--- config.mk ---
export PLATFORM = sky130hd
export DESIGN_NAME = i2c_slave_flat
export DESIGN_NICKNAME = d
export VERILOG_FILES = /design/src/rtl/i2c_slave_pkg.sv /design/src/rtl/i2c_slave_if.sv /design/src/rtl/i2c_slave_line_sync.sv /design/src/rtl/i2c_slave.sv /design/src/flat_wrapper.sv
export SDC_FILE = /design/constraint.sdc
export NUM_CORES = 1
export LEC_CHECK = 0
export ABC_CLOCK_PERIOD_IN_PS = 1900
export CAP_MARGIN = 5
export CORE_MARGIN = 5
export CORE_UTILIZATION = 48
export DETAILED_ROUTE_END_ITERATION = 6
export MAX_ROUTING_LAYER = met4
export PLACE_DENSITY = 0.8
export REMOVE_ABC_BUFFERS = 1
export SLEW_MARGIN = 30
export SYNTH_ARGS = -nofsm -noshare
export SYNTH_HDL_FRONTEND = slang
export SYNTH_SLANG_ARGS = --single-unit
--- constraint.sdc ---
create_clock -name clk -period 1.9 [get_ports clk]
set_clock_uncertainty 0.2 [all_clocks]
set_input_delay 0.38 -clock clk [delete_from_list [all_inputs] [get_ports clk]]
set_output_delay 0.38 -clock clk [all_outputs]
set_load 0.01 [all_outputs]
--- src/rtl/i2c_slave_pkg.sv ---
`default_nettype none
// ============================================================================
// Module  : i2c_slave_pkg
// Brief   : Shared state encoding and bus-level constants for the I2C target.
// Revision: 1.0
// ============================================================================
package i2c_slave_pkg;

    typedef enum logic [3:0] {
        ST_IDLE      = 4'd0,
        ST_ADDR      = 4'd1,
        ST_ADDR_ACK  = 4'd2,
        ST_PTR       = 4'd3,
        ST_PTR_ACK   = 4'd4,
        ST_WDATA     = 4'd5,
        ST_WDATA_ACK = 4'd6,
        ST_RDATA     = 4'd7,
        ST_RACK      = 4'd8
    } state_t;

    localparam logic c_RW_READ = 1'b1;
    localparam logic c_ACK     = 1'b0;
    localparam logic c_NACK    = 1'b1;

    function automatic logic addr_match(input logic [7:0] addr_byte,
                                        input logic [6:0] slave_addr);
        return (addr_byte[7:1] == slave_addr);
    endfunction

endpackage
`default_nettype wire

--- src/rtl/i2c_slave_if.sv ---
`default_nettype none
// ============================================================================
// Module  : i2c_slave_if
// Brief   : Pin-side and register-port signals of the I2C target.
// Revision: 1.0
// ============================================================================
interface i2c_slave_if;
    logic       scl_in;
    logic       sda_in;
    logic       sda_oe;
    logic [7:0] reg_addr;
    logic [7:0] reg_wdata;
    logic       reg_wr;
    logic       reg_rd;
    logic [7:0] reg_rdata;
    logic       busy;

    modport slave (
        input  scl_in, sda_in, reg_rdata,
        output sda_oe, reg_addr, reg_wdata, reg_wr, reg_rd, busy
    );

    modport master (
        output scl_in, sda_in, reg_rdata,
        input  sda_oe, reg_addr, reg_wdata, reg_wr, reg_rd, busy
    );
endinterface
`default_nettype wire

--- src/rtl/i2c_slave_line_sync.sv ---
`default_nettype none
// ============================================================================
// Module  : i2c_slave_line_sync
// Brief   : 2-FF synchroniser plus edge and START/STOP detection for SCL/SDA.
// Revision: 1.0
// ============================================================================
module i2c_slave_line_sync (
    input  wire logic clk,
    input  wire logic reset,
    input  wire logic scl_in,
    input  wire logic sda_in,
    output logic      scl,
    output logic      sda,
    output logic      scl_rise,
    output logic      scl_fall,
    output logic      start_det,
    output logic      stop_det
);
    // [0] metastable stage, [1] synchronised, [2] one-clk delayed copy
    logic [2:0] r_scl_pipe;
    logic [2:0] r_sda_pipe;

    always_ff @(posedge clk) begin
        if (!reset) begin
            r_scl_pipe <= 3'b111;
            r_sda_pipe <= 3'b111;
        end else begin
            r_scl_pipe <= {r_scl_pipe[1:0], scl_in};
            r_sda_pipe <= {r_sda_pipe[1:0], sda_in};
        end
    end

    assign scl       = r_scl_pipe[1];
    assign sda       = r_sda_pipe[1];
    assign scl_rise  =  r_scl_pipe[1] & ~r_scl_pipe[2];
    assign scl_fall  = ~r_scl_pipe[1] &  r_scl_pipe[2];
    assign start_det =  r_scl_pipe[1] &  r_scl_pipe[2] &  r_sda_pipe[2] & ~r_sda_pipe[1];
    assign stop_det  =  r_scl_pipe[1] &  r_scl_pipe[2] & ~r_sda_pipe[2] &  r_sda_pipe[1];
endmodule
`default_nettype wire

--- src/rtl/i2c_slave.sv ---
`default_nettype none
// ============================================================================
// Module  : i2c_slave
// Brief   : Oversampling I2C target bridging bus bytes to a byte register port.
// Revision: 1.0
// ============================================================================
module i2c_slave
    import i2c_slave_pkg::*;
#(
    parameter logic [6:0] SLAVE_ADDR = 7'h50
) (
    input  wire logic  clk,
    input  wire logic  reset,
    i2c_slave_if.slave bus
);
    logic w_scl, w_sda, w_scl_rise, w_scl_fall, w_start, w_stop;

    i2c_slave_line_sync u_sync (
        .clk       (clk),
        .reset     (reset),
        .scl_in    (bus.scl_in),
        .sda_in    (bus.sda_in),
        .scl       (w_scl),
        .sda       (w_sda),
        .scl_rise  (w_scl_rise),
        .scl_fall  (w_scl_fall),
        .start_det (w_start),
        .stop_det  (w_stop)
    );

    state_t     r_state, w_state_next;
    logic [2:0] r_bit_cnt, w_bit_cnt_next;
    logic       r_full, w_full_next;
    logic [7:0] r_shift, w_shift_next;
    logic [7:0] r_addr, w_addr_next;
    logic [7:0] r_wdata, w_wdata_next;
    logic       r_oe, w_oe_next;
    logic       r_wr, w_wr_next;
    logic       r_rd, w_rd_next;
    logic       r_busy, w_busy_next;
    logic       r_mack, w_mack_next;

    always_ff @(posedge clk) begin
        if (!reset) begin
            r_state   <= ST_IDLE;
            r_bit_cnt <= 3'd0;
            r_full    <= 1'b0;
            r_shift   <= 8'h00;
            r_addr    <= 8'h00;
            r_wdata   <= 8'h00;
            r_oe      <= 1'b0;
            r_wr      <= 1'b0;
            r_rd      <= 1'b0;
            r_busy    <= 1'b0;
            r_mack    <= c_NACK;
        end else begin
            r_state   <= w_state_next;
            r_bit_cnt <= w_bit_cnt_next;
            r_full    <= w_full_next;
            r_shift   <= w_shift_next;
            r_addr    <= w_addr_next;
            r_wdata   <= w_wdata_next;
            r_oe      <= w_oe_next;
            r_wr      <= w_wr_next;
            r_rd      <= w_rd_next;
            r_busy    <= w_busy_next;
            r_mack    <= w_mack_next;
        end
    end

    always_comb begin
        w_state_next   = r_state;
        w_bit_cnt_next = r_bit_cnt;
        w_full_next    = r_full;
        w_shift_next   = r_shift;
        w_addr_next    = r_addr;
        w_wdata_next   = r_wdata;
        w_oe_next      = r_oe;
        w_wr_next      = 1'b0;
        w_rd_next      = 1'b0;
        w_busy_next    = r_busy;
        w_mack_next    = r_mack;

        // Pointer advances one clk after each register strobe
        if (r_wr || r_rd) begin
            w_addr_next = r_addr + 8'd1;
        end

        case (r_state)
            ST_IDLE: begin
                w_busy_next = 1'b0;
            end
            ST_ADDR, ST_PTR, ST_WDATA: begin
                if (w_scl_rise) begin
                    w_shift_next   = {r_shift[6:0], w_sda};
                    w_bit_cnt_next = r_bit_cnt + 3'd1;
                    if (r_bit_cnt == 3'd7) begin
                        w_full_next = 1'b1;
                    end
                end else if (w_scl_fall && r_full) begin
                    w_full_next = 1'b0;
                    w_oe_next   = 1'b1;
                    if (r_state == ST_ADDR) begin
                        if (addr_match(r_shift, SLAVE_ADDR)) begin
                            w_state_next = ST_ADDR_ACK;
                            w_busy_next  = 1'b1;
                        end else begin
                            w_state_next = ST_IDLE;
                            w_oe_next    = 1'b0;
                        end
                    end else if (r_state == ST_PTR) begin
                        w_addr_next  = r_shift;
                        w_state_next = ST_PTR_ACK;
                    end else begin
                        w_state_next = ST_WDATA_ACK;
                    end
                end
            end
            ST_ADDR_ACK, ST_PTR_ACK, ST_WDATA_ACK: begin
                if (w_scl_fall) begin
                    w_oe_next      = 1'b0;
                    w_bit_cnt_next = 3'd0;
                    if (r_state == ST_ADDR_ACK) begin
                        if (r_shift[0] == c_RW_READ) begin
                            w_rd_next    = 1'b1;
                            w_state_next = ST_RDATA;
                        end else begin
                            w_state_next = ST_PTR;
                        end
                    end else begin
                        if (r_state == ST_WDATA_ACK) begin
                            w_wdata_next = r_shift;
                            w_wr_next    = 1'b1;
                        end
                        w_state_next = ST_WDATA;
                    end
                end
            end
            ST_RDATA: begin
                // The strobe cycle is when reg_rdata is valid; drive its MSB immediately
                if (r_rd) begin
                    w_shift_next   = bus.reg_rdata;
                    w_oe_next      = ~bus.reg_rdata[7];
                    w_bit_cnt_next = 3'd0;
                end else if (w_scl_fall) begin
                    if (r_bit_cnt == 3'd7) begin
                        w_oe_next    = 1'b0;
                        w_state_next = ST_RACK;
                    end else begin
                        w_shift_next   = {r_shift[6:0], 1'b0};
                        w_oe_next      = ~r_shift[6];
                        w_bit_cnt_next = r_bit_cnt + 3'd1;
                    end
                end
            end
            ST_RACK: begin
                if (w_scl) begin
                    w_mack_next = w_sda;
                end
                if (w_scl_fall) begin
                    if (r_mack == c_ACK) begin
                        w_rd_next    = 1'b1;
                        w_state_next = ST_RDATA;
                    end else begin
                        w_state_next = ST_IDLE;
                        w_busy_next  = 1'b0;
                    end
                end
            end
            default: begin
                w_state_next = ST_IDLE;
                w_oe_next    = 1'b0;
            end
        endcase

        // Bus conditions override whatever the current state decided
        if (w_start) begin
            w_state_next   = ST_ADDR;
            w_bit_cnt_next = 3'd0;
            w_full_next    = 1'b0;
            w_oe_next      = 1'b0;
        end else if (w_stop) begin
            w_state_next = ST_IDLE;
            w_full_next  = 1'b0;
            w_oe_next    = 1'b0;
            w_busy_next  = 1'b0;
        end
    end

    assign bus.sda_oe    = r_oe;
    assign bus.reg_addr  = r_addr;
    assign bus.reg_wdata = r_wdata;
    assign bus.reg_wr    = r_wr;
    assign bus.reg_rd    = r_rd;
    assign bus.busy      = r_busy;
endmodule
`default_nettype wire

--- src/flat_wrapper.sv ---
// flat-port wrapper written by rule: the top's interface ports become plain ports
module i2c_slave_flat import i2c_slave_pkg::*;
#(
    parameter logic [6:0] SLAVE_ADDR = 7'h50
)
  (clk, reset, bus_scl_in, bus_sda_in, bus_reg_rdata, bus_sda_oe, bus_reg_addr, bus_reg_wdata, bus_reg_wr, bus_reg_rd, bus_busy);
  i2c_slave_if bus_i ();
  input  wire logic clk;
  input  wire logic reset;
  input wire logic [$bits(bus_i.scl_in)-1:0] bus_scl_in;
  input wire logic [$bits(bus_i.sda_in)-1:0] bus_sda_in;
  input wire logic [$bits(bus_i.reg_rdata)-1:0] bus_reg_rdata;
  output wire logic [$bits(bus_i.sda_oe)-1:0] bus_sda_oe;
  output wire logic [$bits(bus_i.reg_addr)-1:0] bus_reg_addr;
  output wire logic [$bits(bus_i.reg_wdata)-1:0] bus_reg_wdata;
  output wire logic [$bits(bus_i.reg_wr)-1:0] bus_reg_wr;
  output wire logic [$bits(bus_i.reg_rd)-1:0] bus_reg_rd;
  output wire logic [$bits(bus_i.busy)-1:0] bus_busy;
  assign bus_i.scl_in = bus_scl_in;
  assign bus_i.sda_in = bus_sda_in;
  assign bus_i.reg_rdata = bus_reg_rdata;
  assign bus_sda_oe = bus_i.sda_oe;
  assign bus_reg_addr = bus_i.reg_addr;
  assign bus_reg_wdata = bus_i.reg_wdata;
  assign bus_reg_wr = bus_i.reg_wr;
  assign bus_reg_rd = bus_i.reg_rd;
  assign bus_busy = bus_i.busy;
  i2c_slave #(.SLAVE_ADDR(SLAVE_ADDR)) u_core (.clk(clk), .reset(reset), .bus(bus_i));
endmodule
==> metrics.md <==
| Metric | Value |
|---|---|
| Status | finished, final reports clean |
| Predominant post-synthesis flop cell | dfxtp_1 |
| Relative slew slack | 74.77% |
| Buf+Inv Stages, Crit Path | 1 |
| Reg2Reg Setup Slack | 0.08 ns |
| Total gr overflow | 0 |
| GRT Overall Usage | 19.34% |
| YS warnings | 0 |
| Deepest clock path buffer count | 2 |
| Syn avg cell area | 8.480 sq um |
| Die Wd | 77.25 um |
| Nets | 325 |
| Crit. path cell count | 1 |
| Reg2Reg Depth | 6 |
| Max-Cap Viols | 0 |
| Critical path fanouts, max | 9 |
| DRT Pass-1 Iters | 4 |
| Post-synthesis cell type count | 49 |
| Post-CTS Setup Inserts | 0 |
| Max Clock Freq | 0.5458 GHz |
| Critical-path cell list | clkdlybuf4s50_1 |
| Die Span Y | 77.25 um |
| Area grow syn2layout | 32.85% |
| Slowest stage delay, CP | 0.55 ns |
| First-pass GRT wire length | 9308 um |
| Fill cells | 381 |
| DR iter-0 viols | 123 |
| VDD IR max | 0.4954 mV |
| Final Hold Viols | 0 |
| Hold Crit Start | u_core.u_sync.r_scl_pipe[0]$_SDFF_PN1_ |
| Top cells by instance count after synthesis | 43 x dfxtp_1, 32 x nor2_1, 24 x nand2_1 |
| Setup TNS | 0 ns |
| Final Cycle Share | 96.43% |
| Detailed Place HPWL | 4010 um |
| DP Area | 2725 sq um |
| Min-Delay Path Class | reg2reg |
| Post-CTS Hold Buffers | 0 |
| Post-synthesis sequential element count | 43 |
| Total power | 1744 uW |
| Power per cell area | 604.9 nW/um^2 |
| CP arrival | 1.25 ns |
| Total CTS buffers | 5 |
| Post-synth EDFFs | 0 |
| Crit path capture | bus_reg_rd |
| Synth area leader | dfxtp_1 |
| Crit path kind | reg2out |
| Post-synth top area share | 39.65% |
| CP max-delay cell | clkdlybuf4s50_1 |
| Mapped Cells | 256 |
| Final setup viols | 0 |
| Min cycle time layout | 1.832 ns |
| Initial antenna violation count | 0 |
| Worst r2r src | u_core.u_sync.r_scl_pipe[1]$_SDFF_PN1_ |
| Row count | 24 |
| CP delay by family, top | buffers and inverters |
| DRC | 0 |
| Io pins | 32 |
| Final number of max-transition violations | 0 |
| Post-synth ARST share | 0% |
| Clock root buffer | clkbuf_8 |
| Area contributors post-synth | dfxtp_1 40%, mux2i_1 7.4%, nor2_1 5.5% |
| H-tree levels | 2 |
| DR WL/cell | 15.10 um |
| Routability congestion estimate | 0.9049 |
| Via count | 2062 |
| Final hold slack | 0.2114 ns |
| Layout cells sized above 1 | 19.29% |
| Drt total wl | 5482 um |
| DR vias/cell | 5.680 |
| Port bufs | 31 |
| Lkg Pwr | 0.001129 uW |
| Die area | 5968 sq um |
| Top-count cell post-synth | dfxtp_1 |
| CTS tree | done |
| CP startpoint kind | flip-flop |
| Final Cell Area | 2884 sq um |
| Critical Path RT | 1.32 ns |
| Post-synthesis cell area | 2171 sq um |
| Vias in the first global route | 1986 |
| Clock transition at path regs | 0.08 ns |
| Critical Path Start | u_core.bus.reg_rd$_SDFF_PN0_ |
| ANT cells | 0 |
| Sequential-to-total area share from yosys stat | 39.65% |
| FF-to-FF End | u_core.bus.reg_addr[0]$_SDFF_PN0_ |
| Largest net degree at the start of global routing | 22 |
| Initial core utilization | 49.51% |
| Clock Latency Late Sink | 0.29 ns |
| Core footprint | 4384 sq um |
| Clock sink total | 43 |
| Antenna viol nets, final | 0 |
| Crit. End Element | primary output |
| Tightest Pin Transition | 0.3777 ns |
sequential cells by signal (all words and copies together), names as in the netlist:
name	cells
u_core.bus.reg_wdata	8
u_core.bus.sda_oe	1
u_core.bus.reg_wr	1
u_core.r_shift	8
u_core.bus.reg_rd	1
u_core.u_sync.r_scl_pipe	3
u_core.u_sync.r_sda_pipe	3
u_core.r_full	1
u_core.r_mack	1
u_core.bus.reg_addr	8
u_core.r_bit_cnt	3
u_core.bus.busy	1
u_core.r_state	4
per-stage QoR:
| step | instances | worst slack [ns] | utilization [%] |
|---|---|---|---|
| after floorplan | 239 | -0.2141 | - |
| after global placement | 355 | 0.05499 | 62.16 |
| after detailed placement | 355 | -0.005329 | 62.16 |
| after CTS | 363 | 0.01335 | 64.75 |
| after global routing | 363 | -0.003028 | 65.78 |
| final | 363 | 0.06785 | 65.78 |
placed cells by master (no fill, tap or decap), types with 5 or more instances in the layout:
cell type        instances
o21ai_0                 10
dfxtp_2                  7
xor2_1                   6
nand2b_1                11
buf_4                   30
nand3_1                 18
clkdlybuf4s50_1         31
clkbuf_8                 5
mux2i_1                 16
nand2_1                 24
dfxtp_1                 35
a311oi_1                 9
nor2_1                  32
nand4_1                  5
a21oi_1                  9
cells by family after synthesis:
logic type | count (synthesis) | synth area share, %
simple gates | 111 | 25.25
compound gates | 54 | 18.33
flops | 43 | 39.65
buf+inv | 21 | 4.437
mux | 16 | 7.377
xor+xnor | 8 | 3.228
fa+ha+maj | 3 | 1.729
worst min path at each step:
stage	endpoint	cells after the start	slack, ns
after floorplan	u_core.u_sync.r_scl_pipe[1]$_SDFF_PN1_	1	0.19
after global placement	u_core.u_sync.r_sda_pipe[1]$_SDFF_PN1_	1	0.19
after detailed placement	u_core.u_sync.r_scl_pipe[1]$_SDFF_PN1_	1	0.19
after CTS	u_core.u_sync.r_scl_pipe[1]$_SDFF_PN1_	1	0.21
after global routing	u_core.u_sync.r_scl_pipe[1]$_SDFF_PN1_	1	0.23
final	u_core.u_sync.r_scl_pipe[1]$_SDFF_PN1_	1	0.21
cell type report:
type                       instances  area (sq um)  area share, %
sequential                        43         873.3          30.28
inverter                           4         15.01         0.5206
tap                               52         65.06          2.256
clock inverter                     3         43.79          1.518
timing repair buffer              64         578.1          20.04
multi-input combinational        192          1240          42.99
clock buffer                       5         68.82          2.386
layer usage:
layer	GRT usage, %	up-vias	part of all wire (%)
met5	-	-	0
met4	6.701	0	1.1
met3	3.630	7	6.1
met2	30.13	62	48
met1	25.07	961	45
li1	-	1032	-
what timing repair did:
action / 4_1_cts / 5_1_grt
gates cloned: 0 / 0
hold endpoints to repair: 0 / 0
endpoints found under the setup margin: 1 / 22
gates resized for setup: 1 / 18
pin swaps: 0 / 7
power by group:
part	internal, uW	total [uW]	switching, uW
sequential	907	914	7.30
combinational	62.0	118	55.8
clock	391	712	321
Power figures use the tool's default switching activity.
